<file path="config.mk">
export PLATFORM = sky130hd
export DESIGN_NAME = instr_fetch
export DESIGN_NICKNAME = d
export VERILOG_FILES = /design/src/rtl/instr_fetch.sv
export SDC_FILE = /design/constraint.sdc
export NUM_CORES = 1
export LEC_CHECK = 0
export CAP_MARGIN = 20
export CORE_MARGIN = 8
export CORE_UTILIZATION = 25
export CTS_CLUSTER_SIZE = 28
export DETAILED_ROUTE_END_ITERATION = 8
export SYNTH_ARGS = -nofsm -noshare
export SYNTH_HDL_FRONTEND = slang
export SYNTH_SLANG_ARGS = --single-unit
</file>
<file path="constraint.sdc">
create_clock -name clk -period 4.8 [get_ports clk]
set_input_delay 1.44 -clock clk [delete_from_list [all_inputs] [get_ports clk]]
set_output_delay 1.44 -clock clk [all_outputs]
set_load 0.1 [all_outputs]
</file>
<file path="src/rtl/instr_fetch.sv">
`default_nettype none
//============================================================================
// Module      : instr_fetch
// Description : Instruction fetch stage. Addresses the program ROM from a
//               program counter, captures {pc, word} pairs into a small
//               FIFO and presents them to decode over a valid/ready
//               handshake. Branch/jump redirects flush in-flight words and
//               reload the PC.
// Revision    : 1.0 - initial release
//============================================================================
module instr_fetch #(
    parameter logic [15:0] RESET_PC = 16'h0000,
    parameter int          DEPTH    = 2
) (
    input  logic        clk,
    input  logic        rst,
    output logic [15:0] rom_addr,
    input  logic [15:0] rom_data,
    input  logic        redirect_valid,
    input  logic [15:0] redirect_pc,
    output logic        instr_valid,
    output logic [15:0] instr,
    output logic [15:0] instr_pc,
    input  logic        instr_ready
);

    // Pointer width indexes DEPTH entries; count width must reach DEPTH
    // itself, so it needs one more state than the pointers.
    localparam int              c_AW    = (DEPTH > 1) ? $clog2(DEPTH) : 1;
    localparam int              c_CW    = $clog2(DEPTH + 1);
    localparam logic [c_CW-1:0] c_DEPTH = c_CW'(DEPTH);
    localparam logic [c_CW-1:0] c_ONE   = c_CW'(1);
    localparam logic [c_AW-1:0] c_PINC  = c_AW'(1);

    // Architectural state
    logic [15:0]     r_pc;
    logic [c_AW-1:0] r_wr_ptr;
    logic [c_AW-1:0] r_rd_ptr;
    logic [c_CW-1:0] r_count;

    // FIFO storage: fetch address and instruction word per entry
    logic [15:0]     r_mem_pc   [DEPTH];
    logic [15:0]     r_mem_word [DEPTH];

    // Handshake / flow-control terms
    logic            w_pop;
    logic            w_space;
    logic            w_push;
    logic [c_CW-1:0] w_count_nxt;

    // The ROM is addressed straight from the PC register
    assign rom_addr = r_pc;

    // A head word accepted by decode counts even when a redirect flushes
    // the FIFO in the same cycle; a pop also frees a slot for this cycle's
    // fetch so a full FIFO streams without a bubble.
    assign instr_valid = (r_count != '0);
    assign w_pop       = instr_valid & instr_ready;
    assign w_space     = (r_count < c_DEPTH) | w_pop;
    assign w_push      = w_space & ~redirect_valid;

    // Head presentation: forced to zero when empty so decode never sees
    // stale storage contents.
    assign instr    = instr_valid ? r_mem_word[r_rd_ptr] : 16'h0000;
    assign instr_pc = instr_valid ? r_mem_pc[r_rd_ptr]   : 16'h0000;

    // Occupancy after this cycle's push/pop (ignoring redirect flush)
    always_comb begin
        w_count_nxt = r_count;
        unique case ({w_push, w_pop})
            2'b10:   w_count_nxt = r_count + c_ONE;
            2'b01:   w_count_nxt = r_count - c_ONE;
            default: w_count_nxt = r_count;
        endcase
    end

    // PC, pointers and occupancy; redirect wins over normal fetch
    always_ff @(posedge clk or posedge rst) begin
        if (rst) begin
            r_pc     <= RESET_PC;
            r_wr_ptr <= '0;
            r_rd_ptr <= '0;
            r_count  <= '0;
        end else if (redirect_valid) begin
            r_pc     <= redirect_pc;
            r_wr_ptr <= '0;
            r_rd_ptr <= '0;
            r_count  <= '0;
        end else begin
            if (w_push) begin
                r_pc     <= r_pc + 16'h0001;
                r_wr_ptr <= r_wr_ptr + c_PINC;
            end
            if (w_pop) begin
                r_rd_ptr <= r_rd_ptr + c_PINC;
            end
            r_count <= w_count_nxt;
        end
    end

    // FIFO write port; contents are don't-care until count says otherwise
    always_ff @(posedge clk) begin
        if (w_push) begin
            r_mem_pc[r_wr_ptr]   <= r_pc;
            r_mem_word[r_wr_ptr] <= rom_data;
        end
    end

endmodule
`default_nettype wire
</file>
After elaboration in Yosys (flattened, before gate mapping) --
Memories as Yosys holds them, arrays and structs flattened. Index checks and enable logic that the tools add are counted.
Storage, ports and cells: input port bits 36, bits in read-only memories 0, word-level logic and storage cells 34, memories kept 2, flip-flop bits (word level) 20, output and inout bits 49, memory bits (writable) 64, bits in latches 0
Memory list:
- r_mem_pc | depth 2, bits a word 16, read ports 1, clocked after Yosys merged registers in 0, write ports 1, RTL line 42 | logic [15:0] r_mem_pc [DEPTH];
- r_mem_word | depth 2, bits a word 16, read ports 1, clocked after Yosys merged registers in 0, write ports 1, RTL line 43 | logic [15:0] r_mem_word [DEPTH];
Cells by class: div/mod/pow operators 0, bitwise gates (word level) 4, $mul 0, order comparisons 1, multiplexer cells 12, add/subtract/negate cells 5, reduce and logical (&&, ||, !) cells 4, shift-type cells 0, equal/unequal tests 2
Operator list (count):
- $mux W16 | 4
- $add A16 B1 Y16 const B | 1
- $mux W1 | 6
- $reduce_bool A2 Y1 | 3
- $pmux W2 S2 | 1
- $reduce_bool A3 Y1 | 1
- $add A1 B1 Y1 const B | 2
- $add A2 B1 Y2 const B | 1
- $and A1 B1 Y1 | 2
- $eq A2 B1 Y1 const B | 1
- $eq A2 B2 Y1 const B | 1
- $lt A2 B2 Y1 const B | 1
- $mux W2 | 1
- $sub A2 B1 Y2 const B | 1
- $not A1 Y1 | 1
- $or A1 B1 Y1 | 1

Logic depth before layout (Yosys ltp) --
Gate-level depths: netlist of the first run.
depth after elaboration 7, gate-level depth with buffers 6, mapped depth without buffers 5

Least setup slack after synthesis of the first run --
Ideal clock, no wire load.
path type input port to flip-flop, from in instr_ready, to mem r_mem_pc[0][0], enable pin, arrival 3319 ps, path buffers 2, setup slack 1060 ps, required time 4379 ps, stages on the path 5, cell sequence nand2b_1 buf_2 buf_2 nand2_1 nor2_1
On the way: cells in the longest elaborated chain, start to end 5
RTL lines:
- from (decl) | RTL line 24 | input logic instr_ready
- $and A1 B1 Y1 | RTL line 58 | assign w_pop = instr_valid & instr_ready;
- $or A1 B1 Y1 | RTL line 59 | assign w_space = (r_count < c_DEPTH) | w_pop;
- $and A1 B1 Y1 | RTL line 60 | assign w_push = w_space & ~redirect_valid;
- $mux W1 | RTL line 103 | if (w_push) begin
- $mux W1 (implied by the code) | RTL line 104 | r_mem_pc[r_wr_ptr] <= r_pc;
- to (decl) | RTL line 42
Every way passes these cells.

Worst setup path after layout of the first run --
from reg r_count[1], to out instr_valid
On the way: cells in the longest elaborated chain, start to end 1
RTL lines:
- from (decl) | RTL line 39 | logic [c_CW-1:0] r_count;
- from (signal assigned) | RTL line 97 | r_count <= w_count_nxt;
- $reduce_bool A2 Y1 | RTL line 57 | assign instr_valid = (r_count != '0);
- to (decl) | RTL line 21 | output logic instr_valid,
Every way passes these cells.

==> results of run 1 <==
-- layer usage --
metal / global-route usage [%] / part of all wire, %
met4: 3.743 / 1.1
met3: 3.715 / 7.3
met1: 10.45 / 44
met2: 14.42 / 48
met5: 0 / 0
-- worst max-delay path: stages, from the launching register on --
cell	delay [ps]
dfrtp_1	410
nor2_2	40
buf_4	240
inv_1	110
clkdlybuf4s50_1	1130
-- synth_stat cells --
cell type / n
nand3_4: 1
a311o_1: 2
xor2_1: 10
buf_6: 1
xnor2_1: 2
and2_0: 1
clkbuf_1: 8
nor2_1: 40
and2_1: 1
nand2b_1: 1
ha_1: 1
or3_1: 1
o31a_1: 1
and4_1: 2
a31oi_1: 1
edfxtp_1: 64
o211ai_1: 2
buf_2: 6
a21oi_1: 2
and3_1: 5
mux2i_1: 33
nand4_1: 8
dfrtp_1: 20
o21ai_0: 12
nand3_1: 8
or4_1: 2
nand2_1: 18
and3_2: 1
inv_1: 7
-- worst max-delay path by stage --
stage	startpoint	end
CTS	r_count[1]$_DFFE_PP0P_	instr_valid
detailed placement	instr_ready	r_mem_word[1][2]$_DFFE_PP_
finish	r_count[1]$_DFFE_PP0P_	instr_valid
floorplan	instr_ready	r_mem_pc[0][0]$_DFFE_PP_
global placement	instr_ready	r_mem_word[1][2]$_DFFE_PP_
global route	r_count[1]$_DFFE_PP0P_	instr_valid
-- per-stage QoR --
step           utilization [%]  power [W]  setup WS [ps]
2_1_floorplan                -   0.001385           1060
3_3_place_gp             32.43   0.001548           1262
3_5_place_dp             32.43   0.001553           1205
4_1_cts                  34.37   0.002181           1049
5_1_grt                  34.37   0.002240          969.4
6_report                 34.37   0.002146           1088
-- power breakdown --
group / internal [W] / leakage [nW] / switching, W
logic: 0.000148 / 0.785 / 0.000472
registers: 0.000852 / 0.845 / 0.0000556
clock network: 0.000364 / 0.129 / 0.000254
-- layout by cell type (no fill, tap or decap), drive strengths merged, types with 2 or more instances in the layout --
cell           Yosys  routed
xnor2              2       2
a21oi              2       2
dfrtp             20      20
nor2              40      40
and4               2       2
buf                7      36
edfxtp            64      64
clkbuf             8      14
clkdlybuf4s50      0      52
or4                2       2
o21ai             12      12
and3               6       6
mux2i             33      33
xor2              10      10
and2               2       2
o211ai             2       2
nand4              8       8
a311o              2       2
nand3              9       9
inv                7       7
nand2             18      18
clkinv             0       2
-- state kept, by name, summed over array words and instances (netlist names) --
signal      count
r_wr_ptr        1
r_rd_ptr        1
rom_addr       16
r_count         2
r_mem_word     32
r_mem_pc       32
-- final cells by class --
class	count	area, sq um	share of cell area, %
Clock buffer	14	254.0	5.366
Sequential cell	84	2424	51.20
Timing Repair Buffer	88	790.8	16.71
Clock inverter	2	12.51	0.2643
Inverter	7	26.28	0.5551
Multi-Input combinational cell	155	1001	21.15
Tap cell	180	225.2	4.758
-- cell families (layout without fill, tap and decap cells) --
logic type / after synthesis / in the layout / share of synthesized area (%)
mux: 33 / 33 / 9.412
flops: 84 / 84 / 69.02
simple gates: 89 / 89 / 12.01
buf+inv: 22 / 111 / 2.781
xor+xnor: 12 / 12 / 2.995
compound gates: 20 / 20 / 3.423
fa+ha+maj: 1 / 1 / 0.3564
==> metrics.md, run 1 <==
| Metric | Value |
|---|---|
| Latest clock arrival within the worst-skew pair | `330 ps` |
| Area Growth Syn to Fin | `34.87%` |
| Worst Hold Class | `flip-flop to flip-flop` |
| Placed cell area | `4467 sq um` |
| Netlist Area Pre-Place | `3510 sq um` |
| Placed cell count | `514` |
| Final HPWL DP | `5468 microns` |
| CTS Buf Count | `9` |
| Status | `finished, final reports clean` |
| I/O pin count | `85` |
| Largest net degree at the start of global routing | `38` |
| Slew Viols, Final | `0` |
| Critical path endpoint category | `primary output` |
| R2r endpoint | `r_mem_word[1][15]$_DFFE_PP_` |
| Relative slew slack | `33.25%` |
| PortBufs | `84` |
| Synth Register Bits | `84` |
| Startpoint type of the worst setup path | `flip-flop` |
| Power Density | `453.5 nW/um^2` |
| Post-synth top area share | `54.76%` |
| Routed via count | `2217` |
| DR pass1 iterations | `4` |
| CTS sink count | `84` |
| Die width | `134.5 microns` |
| Post-Syn Instances | `261` |
| Static leakage | `1.758 nW` |
| DR iter-0 viols | `82` |
| Hold Path Cell Cnt | `0` |
| Total GRT Usage | `9.007%` |
| Starting Density | `25.48%` |
| Distinct cells, synth | `29` |
| CTS tree | `yes` |
| Skew final | `6.383 ps` |
| Final Hold Fails | `0` |
| Top post-synthesis cells by area | `edfxtp_1, dfrtp_1, mux2i_1` |
| Synth warn | `0` |
| Crit path DAT | `2270 ps` |
| Diode count | `0` |
| DR WL/cell | `15.03 microns` |
| Final setup fails | `0` |
| Detailed Route WL | `7968 microns` |
| Tmin final | `3712 ps` |
| Setup TNS | `0 ps` |
| Register area share after synthesis | `69.02%` |
| Crit path required time | `3360 ps` |
| Hold_buf cts | `0` |
| Post-CTS Setup Inserts | `0` |
| DIE AREA | `18090 sq um` |
| Die height | `134.5 microns` |
| Worst flop-to-flop path startpoint | `r_count[1]$_DFFE_PP0P_` |
| Worst-path clk slew | `60 ps` |
| PostCTS Resize Cnt | `0` |
| Initial antenna violation count | `0` |
| Share of cells above drive strength 1 | `15.14%` |
| Post-route DRC | `0` |
| Post-Syn Nets | `298` |
| Post-synth top area cell | `edfxtp_1` |
| Gp weighted congestion | `0.7373` |
| Remaining Overflow, GRT | `0` |
| Final #Nets | `382` |
| Worst Hold Launch | `rom_addr[15]$_DFFE_PP0P_` |
| Max_cap viols | `0` |
| Minimum hold slack | `553.4 ps` |
| WS Path Type | `flip-flop to primary output` |
| Max FO, Critical Path | `33` |
| Final period utilization | `77.34%` |
| CTS H-Tree Depth | `3` |
| Slew of the pin with the lowest slew margin | `998.1 ps` |
| Fillers | `1404` |
| Max Clk Rate | `269.4 MHz` |
| Worst Hold Endpoint | `r_mem_pc[0][15]$_DFFE_PP_` |
| Number of core rows | `43` |
| CTS Root Cell | `clkbuf_16` |
| Design Area, Final | `4733 sq um` |
| Cell Count, Final, Fillers Out | `530` |
| Antenna-violating nets left | `0` |
| Via density per instance | `4.183` |
| RSZ-0062 raised after global routing | `no` |
| Clock Tree Buf Depth | `2` |
| Reg2Reg Depth | `2` |
| Synthesized area per cell | `13.45 sq um` |
| Core Area | `13770 sq um` |
| Peak supply drop | `0.0001323 V` |
| Number of global-route vias before repair | `2364` |
| First-pass GRT wire length | `12610 microns` |
| Reg2reg setup slack | `2870 ps` |
(Power assumes the default switching activity.)
==> run 2: changes to the inputs <==
Clock period 4.8 ns to 3.5 ns, I/O delays scaled along.
==> run 2 against run 1 <==
  * Total power up 39%
  * Wire length up 5.5%
  * Clock skew down 1.2 ps
  * Sequential cell count unchanged
  * Sequential share of layout area down 0.15 points
  * Cell area up 0.29%
  * Worst setup slack worse by 500 ps
  * Combinational power up 41%
  * Sequential power up 36%
  * Critical path depth unchanged
==> metrics.md, run 2 (same netlist as run 1, synthesis figures left out) <==
| Metric | Value |
|---|---|
| Most frequent cells in the layout | `edfxtp_1, buf_4, nor2_1` |
| Minimum hold slack | `575.7 ps` |
| Worst Hold Class | `flip-flop to flip-flop` |
| Max FO, Critical Path | `31` |
| Crit path required time | `2450 ps` |
| Worst path cell trace | `buf_4 > mux2i_1 > nor2_1 > buf_4` |
| WS Path Type | `flip-flop to primary output` |
| PostCTS Resize Cnt | `0` |
| Gp weighted congestion | `0.6978` |
| CTS tree | `yes` |
| Critical path endpoint category | `primary output` |
| Slowest cell on the critical path | `buf_4` |
| Final #Nets | `384` |
| Area Growth Syn to Fin | `35.26%` |
| Placed cell count | `516` |
| CTS H-Tree Depth | `3` |
| Remaining Overflow, GRT | `0` |
| Seq pwr share | `41.1%` |
| Number of core rows | `43` |
| CP max stage delay | `480 ps` |
| Latest clock arrival within the worst-skew pair | `330 ps` |
| Max Clk Rate | `343.8 MHz` |
| Diode count | `0` |
| Largest net degree at the start of global routing | `37` |
| Status | `finished, final reports clean` |
| DR iter-0 viols | `81` |
| RSZ-0062 raised after global routing | `no` |
| Core Area | `13770 sq um` |
| Detailed Route WL | `8410 microns` |
| Startpoint type of the worst setup path | `flip-flop` |
| DR pass1 iterations | `4` |
| Static leakage | `1.795 nW` |
| Comb pwr share | `29.4%` |
| DR WL/cell | `15.81 microns` |
| Crit path DAT | `1860 ps` |
| Most frequent CP cell | `buf_4` |
| Via density per instance | `4.226` |
| CTS sink count | `84` |
| Clock Tree Buf Depth | `2` |
| Post-layout util | `34.47%` |
| Worst-path clk slew | `60 ps` |
| Die height | `134.5 microns` |
| Final period utilization | `83.10%` |
| Max_cap viols | `0` |
| Share of cells above drive strength 1 | `21.88%` |
| Initial antenna violation count | `0` |
| Total GRT Usage | `9.568%` |
| Routed via count | `2248` |
| Placed cell area | `4464 sq um` |
| Power Density | `628.0 nW/um^2` |
| Final setup fails | `0` |
| Switch Pwr | `0.001124 W` |
| CTS Buf Count | `9` |
| Post-route DRC | `0` |
| Cell Count, Final, Fillers Out | `532` |
| Hold_buf cts | `0` |
| Commonest non-fill, non-tap cell in the layout | `edfxtp_1` |
| Antenna-violating nets left | `0` |
| Post-CTS Setup Inserts | `0` |
| First-pass GRT wire length | `13410 microns` |
| Slew Viols, Final | `0` |
| Fillers | `1405` |
| Design Area, Final | `4747 sq um` |
| Peak supply drop | `0.0002283 V` |
| PortBufs | `84` |
| Tmin final | `2908 ps` |
| Clock share of power | `29.5%` |
| CTS Root Cell | `clkbuf_16` |
| Final HPWL DP | `5929 microns` |
| Sw frac | `37.69%` |
| P_int | `0.001858 W` |
| Number of global-route vias before repair | `2455` |
| Setup TNS | `0 ps` |
| Relative slew slack | `45.92%` |
| I/O pin count | `85` |
| Final Hold Fails | `0` |
| Die width | `134.5 microns` |
| Skew final | `5.205 ps` |
| DIE AREA | `18090 sq um` |
| Slew of the pin with the lowest slew margin | `810.3 ps` |
| Starting Density | `25.48%` |
[run 2: critical path, delay by kind of cell, from the launching register on]
family                 cells  cell delay, ps
and+or+nand+nor            1             140
DFF                        1             390
buffers and inverters      2             790
muxes                      1             190
[run 2: path summary, 6_finish.rpt]
check,startpoint,end,slack [ps],cells after the start
max,r_rd_ptr$_DFFE_PP0P_,instr_pc[15],590,4
min,rom_addr[15]$_DFFE_PP0P_,r_mem_pc[1][15]$_DFFE_PP_,580,0
max reg2reg,r_count[1]$_DFFE_PP0P_,r_mem_pc[0][2]$_DFFE_PP_,1810,4
min reg2reg,rom_addr[15]$_DFFE_PP0P_,r_mem_pc[1][15]$_DFFE_PP_,580,0
max in group asynchronous,rst,r_rd_ptr$_DFFE_PP0P_,1760,2
min in group asynchronous,rst,rom_addr[2]$_DFFE_PP0P_,1190,2
[run 2: metal layers]
layer | track usage, % | vias up | part of all wire, % | wire, microns
met2 | 16.37 | 61 | 49 | 4116
li1 | - | 1111 | - | -
met5 | 0 | - | 0 | 0
met3 | 4.272 | 4 | 7.1 | 598
met1 | 10.74 | 1072 | 43 | 3650
met4 | 2.059 | 0 | 0.54 | 45
[run 2: power groups by stage]
stage          logic, W  clock network (W)  registers [W]
5_1_grt        0.000918           0.000945        0.00124
4_1_cts        0.000891           0.000913        0.00123
2_1_floorplan  0.000527                  0        0.00137
3_3_place_gp   0.000885                  0        0.00124
6_report       0.000877           0.000878        0.00123
3_5_place_dp   0.000890                  0        0.00125
[run 2: final cells by class]
type	instances	area, sq um	area share (%)
Clock buffer	9	225.2	4.744
Sequential cell	84	2424	51.05
Multi-Input combinational cell	155	1001	21.09
Tap cell	180	225.2	4.744
Clock inverter	7	57.56	1.212
Timing Repair Buffer	90	788.3	16.61
Inverter	7	26.28	0.5535
[run 2: per-stage QoR]
step,total power [W],setup slack (ps)
final,0.002981,591.6
after CTS,0.003031,553.3
after global placement,0.002127,626.7
after detailed placement,0.002137,587.9
after floorplan,0.001899,149.5
after global routing,0.003100,483.5
